<file path="config.mk">
export PLATFORM = sky130hd
export DESIGN_NAME = keypad_time_entry
export DESIGN_NICKNAME = d
export VERILOG_FILES = /design/src/rtl/keypad_time_entry.sv
export SDC_FILE = /design/constraint.sdc
export NUM_CORES = 1
export LEC_CHECK = 0
export ABC_CLOCK_PERIOD_IN_PS = 2850
export BUFFER_PORTS_ARGS = -buffer_cell sky130_fd_sc_hd__buf_4
export CORE_ASPECT_RATIO = 0.9
export CORE_MARGIN = 5
export CORE_UTILIZATION = 55
export CTS_CLUSTER_SIZE = 25
export DETAILED_ROUTE_END_ITERATION = 16
export PLACE_DENSITY = 0.85
export SYNTH_ARGS = -nofsm -noshare
export SYNTH_HDL_FRONTEND = slang
export SYNTH_SLANG_ARGS = --single-unit
</file>
<file path="constraint.sdc">
create_clock -name i_clk -period 2.85 [get_ports i_clk]
set_clock_uncertainty 0.1 [all_clocks]
set_input_delay 0.57 -clock i_clk [delete_from_list [all_inputs] [get_ports i_clk]]
set_output_delay 0.57 -clock i_clk [all_outputs]
set_load 0.1 [all_outputs]
</file>
<file path="src/rtl/keypad_time_entry.sv">
// keypad_time_entry
// Collects keypad digits into a six-digit BCD time HH:MM:SS. Each digit is
// range-checked as it is typed. Backspace, clear, cancel and an inactivity
// timeout edit or discard the entry. Enter commits a complete entry, and the
// committed time is offered to the RTC writer over a valid/ready handshake.
module keypad_time_entry #(
    parameter int P_CNT_1MS    = 100_000,  // clock cycles per 1 ms tick
    parameter int P_TIMEOUT_MS = 10_000    // idle ms before a partial entry is dropped
) (
    input  logic        i_clk,
    input  logic        i_reset,
    input  logic [3:0]  i_key,
    input  logic        i_key_valid,
    output logic [23:0] o_entry,
    output logic [2:0]  o_digit_cnt,
    output logic        o_editing,
    output logic        o_err,
    output logic [23:0] o_set_time,
    output logic        o_set_valid,
    input  logic        i_set_ready
);

    localparam int PRE_W = (P_CNT_1MS > 1) ? $clog2(P_CNT_1MS) : 1;
    localparam int TO_W  = (P_TIMEOUT_MS > 1) ? $clog2(P_TIMEOUT_MS) : 1;
    localparam logic [PRE_W-1:0] PRE_LAST = PRE_W'(P_CNT_1MS - 1);
    localparam logic [TO_W-1:0]  TO_LAST  = TO_W'(P_TIMEOUT_MS - 1);

    localparam logic [3:0] K_ENTER  = 4'hA;
    localparam logic [3:0] K_BACK   = 4'hB;
    localparam logic [3:0] K_CLEAR  = 4'hC;
    localparam logic [3:0] K_CANCEL = 4'hD;

    typedef enum logic {
        S_EDIT,
        S_PEND
    } state_t;

    state_t           state;
    logic [PRE_W-1:0] presc;
    logic [TO_W-1:0]  to_cnt;
    logic             tick;

    // Range limit for a digit typed at position pos. Position 0 is the hours
    // tens digit. The hours units digit is limited to 0-3 when the hours tens
    // digit is 2, so that the largest hour is 23.
    function automatic logic digit_allowed(input logic [2:0] pos, input logic [3:0] d,
                                           input logic [3:0] hours_tens);
        case (pos)
            3'd0:       return d <= 4'd2;
            3'd1:       return (hours_tens == 4'd2) ? (d <= 4'd3) : (d <= 4'd9);
            3'd2, 3'd4: return d <= 4'd5;
            3'd3, 3'd5: return d <= 4'd9;
            default:    return 1'b0;
        endcase
    endfunction

    // Return the entry with the BCD digit at position pos replaced by d.
    function automatic logic [23:0] put_digit(input logic [23:0] e, input logic [2:0] pos,
                                              input logic [3:0] d);
        logic [23:0] r;
        r = e;
        case (pos)
            3'd0:    r[23:20] = d;
            3'd1:    r[19:16] = d;
            3'd2:    r[15:12] = d;
            3'd3:    r[11:8]  = d;
            3'd4:    r[7:4]   = d;
            3'd5:    r[3:0]   = d;
            default: r = e;
        endcase
        return r;
    endfunction

    // The 1 ms tick fires on the last count of the free-running prescaler.
    assign tick = (presc == PRE_LAST);

    // The display shows editing only while at least one digit has been typed.
    assign o_editing = (state == S_EDIT) && (o_digit_cnt != 3'd0);

    // Main control: key handling, commit handshake, prescaler and inactivity timeout.
    always_ff @(posedge i_clk) begin
        // NOTE: every register here is written with <=, so all reads in this
        // block see the values from before the clock edge.
        if (i_reset) begin
            state       <= S_EDIT;
            presc       <= '0;
            to_cnt      <= '0;
            o_entry     <= '0;
            o_digit_cnt <= '0;
            o_err       <= 1'b0;
            o_set_time  <= '0;
            o_set_valid <= 1'b0;
        end else begin
            o_err <= 1'b0;
            presc <= tick ? '0 : presc + 1'b1;

            case (state)
                S_EDIT: begin
                    if (i_key_valid) begin
                        // Any key, accepted or rejected, restarts the idle
                        // count. It also wins over an expiry in the same cycle.
                        to_cnt <= '0;
                        if (i_key <= 4'd9) begin
                            if (o_digit_cnt < 3'd6 &&
                                digit_allowed(o_digit_cnt, i_key, o_entry[23:20])) begin
                                o_entry     <= put_digit(o_entry, o_digit_cnt, i_key);
                                o_digit_cnt <= o_digit_cnt + 3'd1;
                            end else begin
                                o_err <= 1'b1;
                            end
                        end else begin
                            case (i_key)
                                K_ENTER: begin
                                    if (o_digit_cnt == 3'd6) begin
                                        o_set_time  <= o_entry;
                                        o_set_valid <= 1'b1;
                                        state       <= S_PEND;
                                        o_entry     <= '0;
                                        o_digit_cnt <= '0;
                                    end else begin
                                        o_err <= 1'b1;
                                    end
                                end
                                K_BACK: begin
                                    if (o_digit_cnt != 3'd0) begin
                                        o_entry     <= put_digit(o_entry, o_digit_cnt - 3'd1, 4'd0);
                                        o_digit_cnt <= o_digit_cnt - 3'd1;
                                    end
                                end
                                K_CLEAR, K_CANCEL: begin
                                    o_entry     <= '0;
                                    o_digit_cnt <= '0;
                                end
                                default: ;  // 0xE and 0xF are ignored silently
                            endcase
                        end
                    end else if (o_digit_cnt == 3'd0) begin
                        to_cnt <= '0;
                    end else if (tick) begin
                        if (to_cnt == TO_LAST) begin
                            o_entry     <= '0;
                            o_digit_cnt <= '0;
                            to_cnt      <= '0;
                        end else begin
                            to_cnt <= to_cnt + 1'b1;
                        end
                    end
                end

                S_PEND: begin
                    // Keys are discarded while the committed time is being
                    // offered, including a key in the cycle the handshake completes.
                    to_cnt <= '0;
                    if (i_set_ready) begin
                        o_set_valid <= 1'b0;
                        state       <= S_EDIT;
                    end
                end

                default: state <= S_EDIT;
            endcase
        end
    end

endmodule

</file>
==> summary.md <==
| Metric | Value |
|---|---|
| Clock slew at reported path FFs | `0.09 ns` |
| Die W | `99.1 microns` |
| Syn avg cell area | `8.67 sq um` |
| Detail Placement HPWL | `6.47 mm` |
| Nets | `between 500 and 600` |
| Reg2reg end | `o_entry[16]` |
| Area Overhead vs Synth | `18.9%` |
| Clock power frac | `0.336` |
| Max Buffers Root-to-Sink | `2` |
| # DRC | `0` |
| Main flop type after synthesis | `dfxtp_1` |
| Antenna Nets Post-Route | `0` |
| Post-Place Cells | `just under 600` |
| Ranking of synthesized cells by area | `dfxtp_1 43%, nand2_1 8.0%, mux2i_1 6.9%` |
| Hold depth | `2` |
| Share of cells above drive strength 1 | `0.201` |
| Post-Route Utilization | `0.667` |
| Switching Share | `0.303` |
| Total global routing overflow | `0` |
| Vias in the first global route | `around 3,200` |
| Final worst slack | `0.108 ns` |
| Core Region | `0.00700 sq mm` |
| YS warnings | `0` |
| Reg2reg path depth | `9` |
| First-pass GRT wire length | `15.3 mm` |
| Final number of setup-violating endpoints | `0` |
| Post-synth EDFFs | `0` |
| Slew HR | `0.596` |
| Worst setup EP type | `flip-flop` |
| Final instance area | `0.00467 sq mm` |
| Crit Path Max Fanout | `9` |
| Worst reg2reg startpoint | `o_digit_cnt[0]` |
| Setup TNS | `0 ns` |
| Fin crit period | `around 2.7 ns` |
| Post-synth cell types | `47` |
| Total Power | `2.35 mW` |
| Startpoint class of the critical path | `flip-flop` |
| N_diodes | `0` |
| TritonCTS Buffers | `9` |
| Clk Latency, worst-skew pair | `approximately 0.36 ns` |
| Setup slack, reg-to-reg | `0.11 ns` |
| Die Area | `between 0.008 and 0.009 sq mm` |
| Synth top area share | `0.433` |
| Commonest non-fill, non-tap cell in the layout | `nand2_1` |
| Sequential power share | `0.518` |
| Max-cap viol count | `0` |
| Final Hold Violating Endpoints | `0` |
| WP data required | `between 3 and 4 ns` |
| Die H | `90.2 microns` |
| Most frequent cells in the layout | `84 x nand2_1, 82 x dfxtp_1, 71 x buf_4` |
| Root Buffer | `clkbuf_8` |
| Mapped Area | `around 0.004 sq mm` |
| Initial antenna violation count | `0` |
| TritonRoute pass-1 iters | `5` |
| Worst IR Drop VDD | `0.404 mV` |
| Min-delay worst type | `reg2reg` |
| Cell row count | `29` |
| Pre-CTS setup slack | `0.158 ns` |
| HP Start | `o_set_valid` |
| Hold WS | `0.360 ns` |
| Int Power | `1.64 mW` |
| Syn Inst Count | `453` |
| Post-route insts no fill | `between 600 and 700` |
| Resize count post-CTS | `0` |
| Fmax | `365 MHz` |
| Hold EP | `o_set_valid` |
| Initial drt markers | `roughly 140` |
| Placement Cell Area | `0.00448 sq mm` |
| Combinational Power Share | `0.145` |
| Post-Syn Nets | `469` |
| Largest net degree at the start of global routing | `60` |
| CTS tree | `done` |
| Post-synthesis sequential area ratio | `0.433` |
| Power density cells | `504 mW/mm^2` |
| Final count of pins violating max slew | `0` |
| Leak | `1.78 nW` |
| GP Congestion | `0.919` |
| Data arrival time of the worst path | `between 2 and 3 ns` |
| Area leader, netlist | `dfxtp_1` |
| Port Buf Inserts | `between 60 and 70` |
| Layout fillers | `559` |
| Final period util | `0.962` |
| Clock Sinks | `85` |
| Setup CP Type | `reg2reg` |
| Slew @ Worst Pin | `0.603 ns` |
| Seq cells post-synth | `85` |
| CTS H-tree lvls | `3` |
| Io pins | `62` |
| WL final | `9.43 mm` |
| Gr usage total | `0.206` |
| Status | `finished, final reports clean` |
| P_sw | `0.712 mW` |
| Wire per inst | `between 15 and 20 microns` |
| Vias per inst | `5.47` |
| Via count | `3,334` |
| Initial core utilization | `0.561` |
| Fraction of registers with async set/reset | `0` |
[synth_stat cells, types with 2 or more instances]
cell type  count
xor2_1        15
buf_6          2
a21o_1         2
nand4_1        5
and2_1         2
mux2i_1       27
or3_1          8
nor4_1         2
and3_1         3
nand2_1       84
o21ai_0       14
dfxtp_1       85
nor4b_4        4
o211ai_1       3
ha_1           8
a211oi_1       2
o21bai_1       2
xnor2_1        6
a21oi_1       41
nor2_1        37
or4_1          2
nor4b_1        2
inv_1          7
nand3_1       11
and4_1         4
nor3_1         5
clkbuf_1      21
nand2b_1      30
[cell type report]
type | instances | area (sq um) | area share
repair buffers | 71 | 533 | 0.114
multi-input cells | 338 | 2100 | 0.450
flip-flops and latches | 85 | 1710 | 0.366
clock buffers | 9 | 124 | 0.0265
clock inverters | 7 | 57.6 | 0.0123
inverters | 7 | 26.3 | 0.00563
well taps | 93 | 116 | 0.0249
[cell families after synthesis]
| logic type | share of synthesized area |
|---|---|
| muxes | 0.0717 |
| buffers and inverters | 0.0325 |
| DFF | 0.433 |
| xor gates and xnor gates | 0.0468 |
| adders and majority gates | 0.0255 |
| and+or+nand+nor | 0.284 |
| AOI/OAI and AO/OA | 0.106 |
[power groups by stage]
stage	clock (mW)	combinational [mW]	sequential (mW)
4_1_cts	0.814	0.336	1.22
5_1_grt	0.860	0.359	1.22
3_5_place_dp	0	0.334	1.25
2_1_floorplan	0	0.180	1.33
6_report	0.791	0.342	1.22
3_3_place_gp	0	0.330	1.25
[worst max-delay path, cell delays in order, from the launching register on]
cell     delay [ns]
dfxtp_4        0.38
inv_1          0.08
ha_1           0.22
nor2b_4        0.15
or4_4          0.54
o31ai_2        0.18
nand3_1        0.10
buf_4          0.21
nor4b_4        0.48
mux2i_1        0.23
[timing repair]
action | CTS | global route
endpoints found under the hold margin | 0 | 0
setup buffers | 0 | 1
hold buffers | 0 | 0
endpoints found under the setup margin | 0 | 5
[state kept, by name, indices dropped and copies added, names as in the netlist]
| register | cells |
|---|---|
| o_err | 1 |
| state | 1 |
| o_entry | 24 |
| o_set_valid | 1 |
| o_set_time | 24 |
| presc | 17 |
| o_digit_cnt | 3 |
| to_cnt | 14 |
[per-layer routing]
layer  GRT usage  vias to the layer above  wire length, microns
met5           0                        -                     0
met1       0.272                     1542                  4080
met2       0.332                      105                  4530
li1            -                     1669                     -
met3      0.0449                       18                   650
met4      0.0683                        0                   174
[worst max-delay path by stage]
stage / end / startpoint / cells after the start / slack [ns]
after floorplan: o_entry[21] / o_digit_cnt[0] / 9 / 0.01
after global placement: o_entry[14] / o_digit_cnt[0] / 9 / 0.23
after global routing: o_entry[19] / o_digit_cnt[0] / 9 / -0.04
final: o_entry[16] / o_digit_cnt[0] / 9 / 0.11
after CTS: o_entry[12] / o_digit_cnt[0] / 9 / 0.13
after detailed placement: o_entry[15] / o_digit_cnt[0] / 9 / 0.16
No activity file was read; power rests on OpenSTA's default activity.
